--- src/rtl/npu_pkg.sv ---
// Shared definitions for the npu job sequencer.
// - npu bus select codes and control-register indices.
// - Word-count helpers for the in_vec / fc1 / fc2 source segments.
// - Sequencer state enum and the npu bus request struct.
package npu_pkg;

  localparam logic [2:0] SEL_IN   = 3'b000;
  localparam logic [2:0] SEL_FC1  = 3'b011;
  localparam logic [2:0] SEL_FC2  = 3'b100;
  localparam logic [2:0] SEL_CTRL = 3'b101;

  localparam logic [11:0] CTRL_IDX_START  = 12'd1;
  localparam logic [11:0] CTRL_IDX_DONE   = 12'd0;
  localparam logic [11:0] CTRL_IDX_RESULT = 12'd1;

  typedef enum logic [3:0] {
    S_IDLE, S_LOAD_IN, S_LOAD_FC1, S_LOAD_FC2, S_DRAIN,
    S_START, S_POLL, S_RES_RD, S_RES_WAIT, S_OUT
  } seq_state_e;

  typedef struct packed {
    logic        ena;
    logic        wea;
    logic [15:0] addra;
    logic [31:0] dina;
  } npu_req_t;

  // int8 elements packed four per word
  function automatic int unsigned in_words(input int unsigned n);
    return (n + 3) / 4;
  endfunction

  function automatic int unsigned fc1_words(input int unsigned m, input int unsigned n);
    return (m * n + 3) / 4;
  endfunction

  function automatic int unsigned fc2_words(input int unsigned m);
    return (m + 3) / 4;
  endfunction

  function automatic logic [15:0] npu_addr(input logic [2:0] sel, input logic [11:0] idx);
    return {1'b0, sel, idx};
  endfunction

endpackage

--- src/rtl/npu_word_streamer.sv ---
// SRAM-to-npu word streamer, one word per cycle.
// While run is high a read of base+k is issued each cycle; the returned word
// is written to npu {sel, idx=k} the following cycle. k wraps to 0 on the last
// word (done pulse) so the owner can switch segment with no bubble.
// Ports: clk/rst_ni; run, base, count, sel (segment control); done (last read);
// mem_en/mem_addr/mem_rdata (source SRAM); wr (npu write request).
module npu_word_streamer
  import npu_pkg::*;
(
  input  logic        clk,
  input  logic        rst_ni,
  input  logic        run,
  input  logic [15:0] base,
  input  logic [11:0] count,
  input  logic [2:0]  sel,
  output logic        done,
  output logic        mem_en,
  output logic [15:0] mem_addr,
  input  logic [31:0] mem_rdata,
  output npu_req_t    wr
);

  logic [11:0] k;
  logic        last;
  logic        wr_vld;
  logic [2:0]  wr_sel;
  logic [11:0] wr_idx;

  assign last     = (k == count - 12'd1);
  assign done     = run & last;
  assign mem_en   = run;
  assign mem_addr = run ? base + {4'b0, k} : '0;

  always_ff @(posedge clk or negedge rst_ni) begin
    if (!rst_ni) begin
      k      <= '0;
      wr_vld <= 1'b0;
      wr_sel <= '0;
      wr_idx <= '0;
    end else begin
      wr_vld <= run;
      wr_sel <= sel;
      wr_idx <= k;
      if (run) k <= last ? '0 : k + 12'd1;
    end
  end

  // SRAM data lands one cycle after the read, aligned with the write slot
  always_comb begin
    wr = '0;
    if (wr_vld) begin
      wr.ena   = 1'b1;
      wr.wea   = 1'b1;
      wr.addra = npu_addr(wr_sel, wr_idx);
      wr.dina  = mem_rdata;
    end
  end

endmodule

--- src/rtl/npu_job_sequencer.sv ---
// npu job sequencer: sole master of the npu bus port.
// Takes a job descriptor, streams in_vec/fc1/fc2 from source SRAM into npu,
// writes start, polls done with back-to-back pipelined reads, reads the
// 24-bit result and presents it sign-extended on a valid/ready port.
// Ports: job_* (descriptor in, job_ready in IDLE), mem_* (source SRAM),
// npu_* (npu bus), res_* (result out), busy, err_timeout (sticky).
module npu_job_sequencer
  import npu_pkg::*;
#(
  parameter int unsigned IN1_N       = 132,
  parameter int unsigned OUT1_M      = 10,
  parameter int unsigned NPU_RD_LAT  = 2,
  parameter int unsigned TIMEOUT_CYC = 4096
) (
  input  logic        clk,
  input  logic        rst_ni,
  input  logic        job_valid,
  output logic        job_ready,
  input  logic [15:0] job_src_base,
  input  logic        job_reuse_w,
  input  logic [3:0]  job_id,
  output logic        mem_en,
  output logic [15:0] mem_addr,
  input  logic [31:0] mem_rdata,
  output logic        npu_ena,
  output logic        npu_wea,
  output logic [15:0] npu_addra,
  output logic [31:0] npu_dina,
  input  logic [31:0] npu_douta,
  output logic        res_valid,
  input  logic        res_ready,
  output logic [31:0] res_data,
  output logic [3:0]  res_id,
  output logic        busy,
  output logic        err_timeout
);

  localparam int unsigned IN_WORDS  = in_words(IN1_N);
  localparam int unsigned FC1_WORDS = fc1_words(OUT1_M, IN1_N);
  localparam int unsigned FC2_WORDS = fc2_words(OUT1_M);
  localparam int unsigned TW        = $clog2(TIMEOUT_CYC + 1);

  localparam logic [11:0] IN_CNT  = 12'(IN_WORDS);
  localparam logic [11:0] FC1_CNT = 12'(FC1_WORDS);
  localparam logic [11:0] FC2_CNT = 12'(FC2_WORDS);
  localparam logic [15:0] OFF_FC1 = 16'(IN_WORDS);
  localparam logic [15:0] OFF_FC2 = 16'(IN_WORDS + FC1_WORDS);
  localparam logic [TW-1:0] POLL_LAST = TW'(TIMEOUT_CYC - 1);

  seq_state_e state, state_nx;

  logic [15:0]   base_q;
  logic          reuse_q;
  logic [3:0]    id_q;
  logic [TW-1:0] poll_cnt;
  logic          err_q;
  logic [31:0]   res_q;

  // vld_pipe[i]/tag_pipe[i]: read issued i cycles ago; tag 1 = result read
  logic [NPU_RD_LAT:1] vld_pipe, tag_pipe;
  logic req_vld, req_tag;
  logic done_seen, res_seen;

  logic        run, s_done;
  logic [15:0] s_base;
  logic [11:0] s_cnt;
  logic [2:0]  s_sel;
  npu_req_t    s_wr, ctrl_req, bus;

  logic unused_douta;
  assign unused_douta = ^npu_douta[31:24];

  npu_word_streamer u_stream (
    .clk      (clk),
    .rst_ni   (rst_ni),
    .run      (run),
    .base     (s_base),
    .count    (s_cnt),
    .sel      (s_sel),
    .done     (s_done),
    .mem_en   (mem_en),
    .mem_addr (mem_addr),
    .mem_rdata(mem_rdata),
    .wr       (s_wr)
  );

  assign done_seen = vld_pipe[NPU_RD_LAT] & ~tag_pipe[NPU_RD_LAT] & npu_douta[0];
  assign res_seen  = vld_pipe[NPU_RD_LAT] &  tag_pipe[NPU_RD_LAT];

  always_comb begin
    state_nx = state;
    run      = 1'b0;
    s_base   = base_q;
    s_cnt    = IN_CNT;
    s_sel    = SEL_IN;
    req_vld  = 1'b0;
    req_tag  = 1'b0;
    ctrl_req = '0;
    case (state)
      S_IDLE:     if (job_valid) state_nx = S_LOAD_IN;
      S_LOAD_IN: begin
        run = 1'b1;
        if (s_done) state_nx = reuse_q ? S_DRAIN : S_LOAD_FC1;
      end
      S_LOAD_FC1: begin
        run    = 1'b1;
        s_base = base_q + OFF_FC1;
        s_cnt  = FC1_CNT;
        s_sel  = SEL_FC1;
        if (s_done) state_nx = S_LOAD_FC2;
      end
      S_LOAD_FC2: begin
        run    = 1'b1;
        s_base = base_q + OFF_FC2;
        s_cnt  = FC2_CNT;
        s_sel  = SEL_FC2;
        if (s_done) state_nx = S_DRAIN;
      end
      S_DRAIN:    state_nx = S_START;
      S_START: begin
        ctrl_req.ena   = 1'b1;
        ctrl_req.wea   = 1'b1;
        ctrl_req.addra = npu_addr(SEL_CTRL, CTRL_IDX_START);
        state_nx       = S_POLL;
      end
      S_POLL: begin
        // done is a one-cycle pulse, so a status read goes out every cycle
        ctrl_req.ena   = 1'b1;
        ctrl_req.addra = npu_addr(SEL_CTRL, CTRL_IDX_DONE);
        req_vld        = 1'b1;
        if (done_seen)                  state_nx = S_RES_RD;
        else if (poll_cnt == POLL_LAST) state_nx = S_OUT;
      end
      S_RES_RD: begin
        ctrl_req.ena   = 1'b1;
        ctrl_req.addra = npu_addr(SEL_CTRL, CTRL_IDX_RESULT);
        req_vld        = 1'b1;
        req_tag        = 1'b1;
        state_nx       = S_RES_WAIT;
      end
      // status reads still in flight return here with tag 0 and are dropped
      S_RES_WAIT: if (res_seen) state_nx = S_OUT;
      S_OUT:      if (res_ready) state_nx = S_IDLE;
      default:    state_nx = S_IDLE;
    endcase
  end

  always_ff @(posedge clk or negedge rst_ni) begin
    if (!rst_ni) begin
      state    <= S_IDLE;
      base_q   <= '0;
      reuse_q  <= 1'b0;
      id_q     <= '0;
      poll_cnt <= '0;
      err_q    <= 1'b0;
      res_q    <= '0;
      vld_pipe <= '0;
      tag_pipe <= '0;
    end else begin
      state       <= state_nx;
      vld_pipe[1] <= req_vld;
      tag_pipe[1] <= req_tag;
      for (int i = 2; i <= int'(NPU_RD_LAT); i++) begin
        vld_pipe[i] <= vld_pipe[i-1];
        tag_pipe[i] <= tag_pipe[i-1];
      end
      if (state == S_IDLE && job_valid) begin
        base_q  <= job_src_base;
        reuse_q <= job_reuse_w;
        id_q    <= job_id;
        err_q   <= 1'b0;
      end
      if (state == S_START)     poll_cnt <= '0;
      else if (state == S_POLL) poll_cnt <= poll_cnt + 1'b1;
      if (state == S_POLL && state_nx == S_OUT) begin
        err_q <= 1'b1;
        res_q <= '0;
      end
      if (state == S_RES_WAIT && res_seen)
        res_q <= {{8{npu_douta[23]}}, npu_douta[23:0]};
    end
  end

  // streamer and control requests never overlap in time
  assign bus         = s_wr | ctrl_req;
  assign npu_ena     = bus.ena;
  assign npu_wea     = bus.wea;
  assign npu_addra   = bus.addra;
  assign npu_dina    = bus.dina;

  assign job_ready   = (state == S_IDLE);
  assign busy        = (state != S_IDLE);
  assign res_valid   = (state == S_OUT);
  assign res_data    = res_q;
  assign res_id      = id_q;
  assign err_timeout = err_q;

endmodule

--- config.mk ---
export PLATFORM = sky130hd
export DESIGN_NAME = npu_job_sequencer
export DESIGN_NICKNAME = d
export VERILOG_FILES = /design/src/rtl/npu_pkg.sv /design/src/rtl/npu_word_streamer.sv /design/src/rtl/npu_job_sequencer.sv
export SDC_FILE = /design/constraint.sdc
export NUM_CORES = 1
export LEC_CHECK = 0
export CORE_MARGIN = 2
export CORE_UTILIZATION = 49
export CTS_CLUSTER_DIAMETER = 100
export DETAILED_ROUTE_END_ITERATION = 10
export GPL_ROUTABILITY_DRIVEN = 0
export PLACE_DENSITY = 0.87
export SYNTH_ARGS = -nofsm -noshare
export SYNTH_HDL_FRONTEND = slang
export SYNTH_SLANG_ARGS = --single-unit
export TNS_END_PERCENT = 20
--- constraint.sdc ---
create_clock -name clk -period 11.9 [get_ports clk]
set_input_delay 3.57 -clock clk [delete_from_list [all_inputs] [get_ports clk]]
set_output_delay 3.57 -clock clk [all_outputs]
set_load 0.005 [all_outputs]
==> results.py, run 1 <==
metrics = {
    "outcome": {
        "status": "finished, final reports clean",
    },
    "critical_path": {
        "cpPeakStageDelay_ns": 0.58,
        "cpLargestDelayFamily": "simple AND/OR/NAND/NOR gates",
        "reg2reg_slack_ns": 9.24,
        "path_depth": 19,
        "rr_startpoint": "state[1]",
        "r2r-end": "state[1]",
        "cp_max_fo": 12,
        "cp_slowest_cell": "dfrtp_1",
        "critPathKind": "flip-flop to output pin",
        "crit_chain": "inv_1, nor3_1, nand2_1, inv_1, ha_1, and3b_1, o21a_1, nor2_1, nor2b_1, o21ai_0, xor2_1, o21ai_0, ha_1, nand3_1, o31ai_1, a31oi_1, or3_1, a21oi_1, clkdlybuf4s50_1",
        "crit_path_end_kind": "output pin",
        "cp_num_buf_inv": 3,
        "cp-start-kind": "flip-flop",
        "crit_arrival_ns": 5.86,
        "cp_data_required_time_ns": 8.33,
        "reg2reg_depth": 7,
    },
    "timing": {
        "setup_viol": 0,
        "layout_min_cycle_time_ns": 9.43,
        "drv_slew": 0,
        "timing.final.crit_share_pct": 79.3,
        "max_freq_mhz": 106,
        "skew_ns": 0.00837,
        "relSlewSlack_pct": 24.7,
        "hold_viol_final": 0,
        "setup_tns_ns": 0,
        "rsz0062_at_grt": "false",
        "worstMarginPinSlew_ns": 1.12,
        "timing.hold.ws_ns": 0.360,
        "setup_slack_ns": 2.47,
    },
    "final_layout": {
        "antenna_cells": 0,
        "syn2layout_area_growth_pct": 37.8,
        "final_util_pct": 69.4,
        "multi_input_area_um2": 2850,
        "fill_cells": 817,
        "drive_gt1_share_pct": 6.46,
        "instances_no_fill": 914,
        "fin_nets": 878,
        "final_area_um2": 7520,
        "seq_area_um2": 2350,
    },
    "cts": {
        "postCtsHoldBufs": 0,
        "root_buffer": "clkbuf_8",
        "cts_tree": "built",
        "cts.path.max_buffers": 2,
        "post_cts_resized": 0,
        "htreeDepth": 3,
        "insertion_delay_ns": 0.35,
        "cts_buffers": 9,
        "post-cts-setup-buffer-count": 0,
        "clk_pin_slew_ns": 0.09,
        "cts.sinks": 94,
    },
    "placement": {
        "dpl_cell_area_um2": 7320,
        "pre_cts_slack_ns": 2.96,
        "io_buffers": 186,
        "hpwl_mm": 10.9,
        "dp.cells": 898,
    },
    "synthesis": {
        "syn-cell-area_um2": 5460,
        "synth_edf_count": 0,
        "synthesis.instances": 606,
        "yosysTopAreaCell": "dfrtp_1",
        "ys.flop_type": "dfrtp_1",
        "ys_types": 62,
        "yosysWarnings": 0,
        "async_reset_ff_share_pct": 100,
        "synth_top_area_share_pct": 43.1,
        "synth.area.top_cells": "dfrtp_1 (43%), o21ai_0 (6.1%), nand2_1 (6.1%)",
        "ys_seq_area_share_pct": 43.1,
        "ys_seq_elements": 94,
        "avgSynthCellArea_um2": 9.00,
        "synth_nets": 715,
    },
    "global_route": {
        "grt_pass1_wl_mm": 22.9,
        "grt_overflow_total": 0,
        "grt_pass1_vias": 4850,
        "antenna_found_initial": 0,
        "grt_max_degree": 64,
        "gr-usage-all-layers_pct": 24.1,
    },
    "die": {
        "core_area_um2": 10800,
        "dieHeight_um": 110,
        "initial_utilization_pct": 50.3,
        "fp.dieW_um": 110,
        "die_area_um2": 12000,
        "pin_count": 196,
        "rows": 38,
    },
    "route": {
        "first_iter_violations": 468,
        "dr.pass1.iters": 6,
        "viasPerCell": 5.55,
        "wl_per_cell_um": 15.9,
        "ant_nets": 0,
        "wl_mm": 14.5,
        "vias": 5074,
        "drc_errors": 0,
    },
    "hold_path": {
        "hold-path-cell-count": 0,
        "hold_end": "vld_pipe[2]",
        "min_from": "vld_pipe[1]",
        "hold_path_class": "flip-flop to flip-flop",
    },
    "power_and_ir_drop": {
        "ir_drop_v": 0.000149,
        "sw_frac_of_total_pct": 39.3,
        "power_leakage_nw": 3.20,
        "pwr_density_cell_nw_per_um2": 223,
        "power.share.combinational_pct": 57.7,
        "internal_power_mw": 1.02,
        "seqPwrFrac_pct": 29.4,
        "switchingPower_uw": 659,
        "pwr-share-clk_pct": 12.8,
        "total_power_mw": 1.67,
    },
    "run": {
        "drv_cap": 0,
    },
}
-- placed cells by master, fill, tap and decap left out, types with 4 or more instances in the layout --
cell	Yosys	routed
a21oi_1	17	17
nand2b_1	4	4
nor3_1	9	9
and2_1	48	48
a31oi_1	5	5
o31ai_1	5	5
mux2_2	21	21
nor2_1	45	45
a21o_1	7	7
dfrtp_1	94	94
ha_1	18	18
inv_1	17	17
and3_1	7	7
clkdlybuf4s50_1	0	185
clkbuf_8	0	10
buf_4	9	4
nand3_1	13	13
nand2_1	88	88
xor2_1	15	15
xnor2_1	18	18
nand4_1	9	9
nor2b_1	9	9
o21ai_0	67	67
-- logic make-up after synthesis --
logic type                 Yosys count  synth area share (%)
muxes                               22                  4.52
other                                1                0.0687
xor gates and xnor gates            33                  5.30
AOI/OAI and AO/OA                  130                  14.5
and+or+nand+nor                    252                  22.9
buffers and inverters               54                  4.70
adders and majority gates           20                  4.86
DFF                                 94                  43.1
-- cell type report --
| cell class | count | area share, % |
|---|---|---|
| multi-input combinational | 458 | 37.9 |
| sequential | 94 | 31.3 |
| timing repair buffer | 189 | 25.0 |
| tap | 140 | 2.33 |
| clock buffer | 12 | 1.93 |
| inverter | 17 | 0.848 |
| clock inverter | 4 | 0.732 |
-- layer usage --
metal,GRT usage [%],vias up,part of all wire [%]
met2,41.9,261,50
met5,0,-,0
met3,4.98,21,9.3
met4,7.32,0,1.5
met1,30.1,2400,39
li1,-,2392,-
-- synth_stat cells (2+ instances only) --
cell type,instances
nor2_1,45
a21o_1,7
fa_1,2
dfrtp_1,94
buf_6,2
a311oi_1,2
o211a_1,2
a211oi_1,2
a21oi_1,17
nor4_1,3
a31oi_1,5
and2_1,48
and3_1,7
o31ai_1,5
buf_4,9
buf_1,2
nand2_1,88
nor2b_1,9
a21boi_0,2
xor2_1,15
o21a_1,3
nand3_1,13
nand2b_1,4
or2_2,3
a22o_1,2
clkbuf_1,20
o31a_1,2
xnor2_1,18
nor3_1,9
ha_1,18
o21ai_0,67
mux2_2,21
inv_1,17
buf_2,4
o22ai_1,2
or3_1,3
nand4_1,9
-- sequential cells by signal, indices dropped and copies added (netlist names) --
signal / count
state: 4
u_stream.wr_sel: 2
poll_cnt: 13
vld_pipe: 2
tag_pipe: 2
u_stream.wr_idx: 12
u_stream.wr_vld: 1
err_timeout: 1
res_id: 4
u_stream.k: 12
reuse_q: 1
res_data: 24
base_q: 16
-- worst max path at each step --
stage	startpoint	endpoint	slack (ns)
after global placement	state[1]	mem_addr[14]	3.16
after detailed placement	state[1]	mem_addr[14]	2.96
final	state[1]	mem_addr[14]	2.47
after global routing	state[1]	mem_addr[14]	2.09
after floorplan	state[0]	mem_addr[14]	4.49
after CTS	state[1]	mem_addr[14]	2.52
-- power groups by stage --
stage | Sequential, mW | Clock, mW | Combinational (mW)
after floorplan | 0.445 | 0 | 0.569
after global routing | 0.507 | 0.233 | 1.06
after detailed placement | 0.497 | 0 | 0.959
final | 0.493 | 0.215 | 0.967
after global placement | 0.491 | 0 | 0.920
after CTS | 0.491 | 0.218 | 0.965
No activity file was read; power rests on OpenSTA's default activity.
==> run 2: changes to the inputs <==
--- a/config.mk
+++ b/config.mk
@@ -6,11 +6,11 @@
 export NUM_CORES = 1
 export LEC_CHECK = 0
 export CORE_MARGIN = 2
-export CORE_UTILIZATION = 49
+export CORE_UTILIZATION = 46
 export CTS_CLUSTER_DIAMETER = 100
 export DETAILED_ROUTE_END_ITERATION = 10
 export GPL_ROUTABILITY_DRIVEN = 0
-export PLACE_DENSITY = 0.87
+export PLACE_DENSITY = 0.82
 export SYNTH_ARGS = -nofsm -noshare
 export SYNTH_HDL_FRONTEND = slang
 export SYNTH_SLANG_ARGS = --single-unit
==> constraint.sdc (replaced) <==
create_clock -name clk -period 8.9 [get_ports clk]
set_input_delay 2.67 -clock clk [delete_from_list [all_inputs] [get_ports clk]]
set_output_delay 2.67 -clock clk [all_outputs]
set_load 0.005 [all_outputs]
==> run 2 against run 1 <==
  * The run now ends with design-rule violations left
  * Sequential power rose by 34%
  * First-iteration DRC count fell by 47%
  * Combinational power increased by 32%
  * Sequential share of layout area down 0.57 points
  * Non-clock buffer count is the same
  * Cell count is 0.33% higher
==> results.py, run 2 (synthesized netlist as in run 1, its figures left out) <==
metrics = {
    "timing": {
        "timing.final.crit_share_pct": 94.2,
        "worstMarginPinSlew_ns": 1.19,
        "hold_viol_final": 0,
        "rsz0062_at_grt": "false",
        "drv_slew": 0,
        "setup_tns_ns": 0,
        "setup_viol": 0,
        "max_freq_mhz": 119,
        "timing.hold.ws_ns": 0.353,
        "layout_min_cycle_time_ns": 8.39,
        "skew_ns": 0.00514,
        "relSlewSlack_pct": 20.1,
    },
    "final_layout": {
        "final_common_cell": "clkdlybuf4s50_1",
        "syn2layout_area_growth_pct": 40.4,
        "antenna_cells": 0,
        "multi_input_area_um2": 2850,
        "drive_gt1_share_pct": 6.85,
        "final_cell_mix": "clkdlybuf4s50_1 (185), dfrtp_1 (94), nand2_1 (88), o21ai_0 (67), and2_1 (48)",
        "largest_reg_flops": 24,
        "seq_area_um2": 2350,
        "fill_cells": 903,
        "fin_nets": 878,
    },
    "cts": {
        "root_buffer": "clkbuf_16",
        "post-cts-setup-buffer-count": 0,
        "htreeDepth": 3,
        "cts_buffers": 9,
        "cts.path.max_buffers": 2,
        "cts.sinks": 94,
        "postCtsHoldBufs": 0,
        "clk_pin_slew_ns": 0.07,
        "insertion_delay_ns": 0.34,
        "cts_tree": "built",
    },
    "route": {
        "dr.pass1.iters": 8,
        "wl_per_cell_um": 15.8,
        "wl_mm": 14.5,
        "viasPerCell": 5.43,
        "first_iter_violations": 248,
        "drc_errors": 20,
        "vias": 4975,
        "ant_nets": 0,
    },
    "global_route": {
        "antenna_found_initial": 0,
        "grt_max_degree": 57,
        "grt_overflow_total": 0,
        "grt_pass1_wl_mm": 23.0,
        "gr-usage-all-layers_pct": 22.3,
        "grt_pass1_vias": 4753,
    },
    "die": {
        "core_area_um2": 11500,
        "dieHeight_um": 113,
        "initial_utilization_pct": 47.4,
        "rows": 39,
        "die_area_um2": 12700,
        "fp.dieW_um": 113,
        "pin_count": 196,
    },
    "power_and_ir_drop": {
        "ir_drop_v": 0.000170,
        "total_power_mw": 2.37,
        "pwr_density_cell_nw_per_um2": 309,
        "power_leakage_nw": 3.27,
    },
    "placement": {
        "hpwl_mm": 11.1,
        "io_buffers": 186,
    },
    "hold_path": {
        "min_from": "vld_pipe[1]",
        "hold_path_class": "flip-flop to flip-flop",
    },
    "run": {
        "drv_cap": 0,
    },
    "critical_path": {
        "rr_startpoint": "state[1]",
        "setup.worst_path.start": "state[1]",
        "crit_path_end_kind": "output pin",
        "crit_top_cell": "inv_1",
        "crit_chain": "inv_1, nor3_2, nand2_1, inv_1, ha_1, a21o_1, a31oi_1, a21boi_0, nor2_1, xnor2_1, ha_1, inv_1, o31ai_1, a31oi_1, or3_1, a21oi_1, clkdlybuf4s50_1",
        "critPathKind": "flip-flop to output pin",
        "cp_max_fo": 12,
        "cpPeakStageDelay_ns": 0.57,
        "cp-start-kind": "flip-flop",
        "crit_arrival_ns": 5.72,
        "cp_slowest_cell": "dfrtp_1",
        "cp_data_required_time_ns": 6.23,
    },
    "outcome": {
        "status": "finished with violations",
        "violations": "design-rule violations",
    },
}
## run 2: changes by cell type in the layout (fill, tap and decap cells not counted), sizes merged
cell	previous run	this run
inv	18	19
bufinv	1	2
clkbuf	12	10
## run 2: layout make-up
cell class	count	area share [%]
sequential	94	30.7
multi-input combinational	458	37.2
timing repair buffer	189	24.6
clock buffer	10	3.12
tap	143	2.34
inverter	17	0.833
clock inverter	6	1.21
## run 2: power by group
group	switching [mW]	internal (mW)	leakage [nW]
Combinational	0.586	0.698	1.87
Sequential	0.141	0.521	1.24
Clock	0.165	0.256	0.161
## run 2: final timing paths
kind	cells past startpoint	to	slack [ns]
min	0	vld_pipe[2]	0.35
min reg2reg	0	vld_pipe[2]	0.35
max reg2reg	7	state[1]	6.26
min in group asynchronous	1	poll_cnt[4]	2.28
max	17	mem_addr[14]	0.51
max in group asynchronous	2	res_id[1]	5.57
## run 2: worst max-delay path, delay by kind of cell (launching register included)
family                     cells  cell delay (ns)
and+or+nand+nor                4             1.12
DFF                            1             0.57
AOI/OAI and AO/OA              6             1.82
xor gates and xnor gates       1             0.16
adders and majority gates      2             0.67
buffers and inverters          4             1.05
## run 2: metrics by stage
stage | utilization, % | cell area (um2) | cells | worst slack, ns
6_report | 66.5 | 7660 | 917 | 0.514
5_1_grt | 66.5 | 7660 | 917 | 0.140
4_1_cts | 66.5 | 7660 | 917 | 0.364
3_5_place_dp | 63.6 | 7320 | 901 | 0.771
3_3_place_gp | 63.6 | 7320 | 901 | 1.01
2_1_floorplan | - | 5460 | 606 | 2.39
## run 2: metal layers
metal	track usage, %	wire length (um)	share of wire (%)	vias to the layer above
met5	0	0	0	-
met4	5.85	271	1.9	0
met3	6.43	1260	8.7	27
met2	39.7	7210	50	214
met1	26.5	5750	40	2345
li1	-	-	-	2389
## run 2: timing repair
item | 4_1_cts | 5_1_grt
gates resized for setup | 0 | 1
endpoints found under the hold margin | 0 | 0
setup endpoints to repair | 0 | 3
==> run 3: changes to the inputs <==
--- a/config.mk
+++ b/config.mk
@@ -6,11 +6,11 @@
 export NUM_CORES = 1
 export LEC_CHECK = 0
 export CORE_MARGIN = 2
-export CORE_UTILIZATION = 46
+export CORE_UTILIZATION = 25
 export CTS_CLUSTER_DIAMETER = 100
 export DETAILED_ROUTE_END_ITERATION = 10
 export GPL_ROUTABILITY_DRIVEN = 0
-export PLACE_DENSITY = 0.82
+export PLACE_DENSITY = 0.5
 export SYNTH_ARGS = -nofsm -noshare
 export SYNTH_HDL_FRONTEND = slang
 export SYNTH_SLANG_ARGS = --single-unit
==> run 3 against run 2 <==
  * The run now ends clean
  * Register-to-register slack gained 0.08 ns
  * Power increased by 3.0%
  * First-iteration DRC count decreased by 4.0%
  * Combinational power barely moved
  * Via count shrank 4.3%
  * Clock-buffer cell count did not move
  * Critical path depth increased by 3
  * Hold slack is essentially flat
==> results.py, run 3 (synthesized netlist as in run 1, its figures left out) <==
metrics = {
    "route": {
        "viasPerCell": 4.50,
        "wl_mm": 15.2,
        "first_iter_violations": 238,
        "wl_per_cell_um": 14.4,
        "ant_nets": 0,
        "vias": 4763,
        "drc_errors": 0,
        "m1WireLength_mm": 7.27,
        "wl_met3_mm": 1.16,
        "dr.pass1.iters": 4,
        "wl_met2_mm": 6.69,
        "top_layer": "met4",
    },
    "critical_path": {
        "cp_max_fo": 12,
        "crit_arrival_ns": 5.54,
        "critPathKind": "flip-flop to output pin",
        "cp-start-kind": "flip-flop",
        "cp_data_required_time_ns": 6.23,
        "crit_path_end_kind": "output pin",
    },
    "outcome": {
        "status": "finished, final reports clean",
    },
    "placement": {
        "io_buffers": 186,
        "hpwl_mm": 11.3,
        "dpl_cell_area_um2": 7530,
    },
    "final_layout": {
        "drive_gt1_share_pct": 7.32,
        "antenna_cells": 0,
        "syn2layout_area_growth_pct": 45.0,
        "largest_reg_flops": 24,
        "final_common_cell": "clkdlybuf4s50_1",
        "final_area_um2": 7910,
        "fin_nets": 883,
        "final_cell_mix": "clkdlybuf4s50_1 (185), dfrtp_1 (94), nand2_1 (88), o21ai_0 (67), and2_1 (48)",
        "final_util_pct": 36.6,
    },
    "cts": {
        "clk_pin_slew_ns": 0.07,
        "cts_buffers": 9,
        "root_buffer": "clkbuf_16",
        "postCtsHoldBufs": 0,
        "insertion_delay_ns": 0.35,
        "post-cts-setup-buffer-count": 0,
        "cts.sinks": 94,
        "htreeDepth": 3,
        "cts.path.max_buffers": 2,
        "post_cts_resized": 0,
        "cts_tree": "built",
    },
    "hold_path": {
        "hold_path_class": "flip-flop to flip-flop",
    },
    "global_route": {
        "grt_pass1_wl_mm": 24.0,
        "grt_max_degree": 57,
        "gr-usage-all-layers_pct": 13.3,
        "grt_overflow_total": 0,
        "antenna_found_initial": 0,
        "grt_pass1_vias": 4510,
    },
    "timing": {
        "setup_tns_ns": 0,
        "drv_slew": 0,
        "relSlewSlack_pct": 29.5,
        "max_freq_mhz": 122,
        "hold_viol_final": 0,
        "timing.final.crit_share_pct": 92.3,
        "setup_viol": 0,
        "layout_min_cycle_time_ns": 8.21,
        "worstMarginPinSlew_ns": 1.06,
        "rsz0062_at_grt": "false",
        "skew_ns": 0.00957,
    },
    "power_and_ir_drop": {
        "power_leakage_nw": 3.31,
        "ir_drop_v": 0.000172,
        "pwr_density_cell_nw_per_um2": 308,
    },
    "die": {
        "die_area_um2": 23000,
        "rows": 54,
        "pin_count": 196,
        "core_area_um2": 21600,
        "initial_utilization_pct": 25.2,
        "dieHeight_um": 152,
        "fp.dieW_um": 152,
    },
    "run": {
        "drv_cap": 0,
    },
}
-- run 3: cell count changes in the layout (fill, tap and decap cells not counted), sizes merged --
cell      previous run  this run
clkinv               1         0
buf                  4         9
clkinvlp             1         0
bufinv               2         4
-- run 3: final timing paths --
path                       depth (start not counted)   startpoint           end  slack (ns)
min                                                0  vld_pipe[1]   vld_pipe[2]        0.35
max                                               20     state[1]  mem_addr[14]        0.69
max in group asynchronous                          2       rst_ni  res_data[10]        5.50
min reg2reg                                        0  vld_pipe[1]   vld_pipe[2]        0.35
min in group asynchronous                          1       rst_ni     base_q[1]        2.27
max reg2reg                                        7     state[1]      state[1]        6.34
-- run 3: layer usage --
metal / vias up / track usage (%)
met5: - / 0
met4: 0 / 3.47
met3: 8 / 3.14
met2: 146 / 20.9
met1: 2202 / 18.3
li1: 2407 / -
-- run 3: where the power goes --
group / leakage (nW) / switching (mW) / internal (mW)
Sequential: 1.24 / 0.135 / 0.521
Combinational: 1.89 / 0.586 / 0.706
Clock: 0.185 / 0.178 / 0.314
Total: 3.31 / 0.899 / 1.54
-- run 3: metrics by stage --
stage | hold slack [ns] | setup slack [ns] | total power, mW | std cells
global route | 0.362 | 0.0632 | 2.65 | 1059
floorplan | 0.331 | 2.39 | 1.36 | 606
CTS | 0.356 | 0.696 | 2.48 | 1059
detailed placement | 0.351 | 1.12 | 1.98 | 1043
finish | 0.354 | 0.686 | 2.44 | 1059
global placement | 0.335 | 1.09 | 1.98 | 1043
-- run 3: worst max-delay path: stages (launching register included) --
cell and delay [ns]:
dfrtp_1 0.57, inv_1 0.24, nor3_1 0.24, buf_4 0.17, nand2_1 0.12, inv_1 0.17, ha_1 0.30, and3b_1 0.26
o21a_1 0.18, nor2_1 0.16, nor2b_1 0.06, o21ai_0 0.19, xor2_1 0.15, o21ai_0 0.10, ha_1 0.37, nand3_1 0.15
o31ai_1 0.40, a31oi_1 0.24, or3_1 0.40, a21oi_1 0.19, clkdlybuf4s50_1 0.55
-- run 3: area by class of cell --
type | count | area [um2]
inverter | 17 | 63.8
fill | 2192 | 13700
tap | 280 | 350
multi-input combinational | 458 | 2850
sequential | 94 | 2350
clock inverter | 6 | 140
timing repair buffer | 194 | 1920
clock buffer | 10 | 239
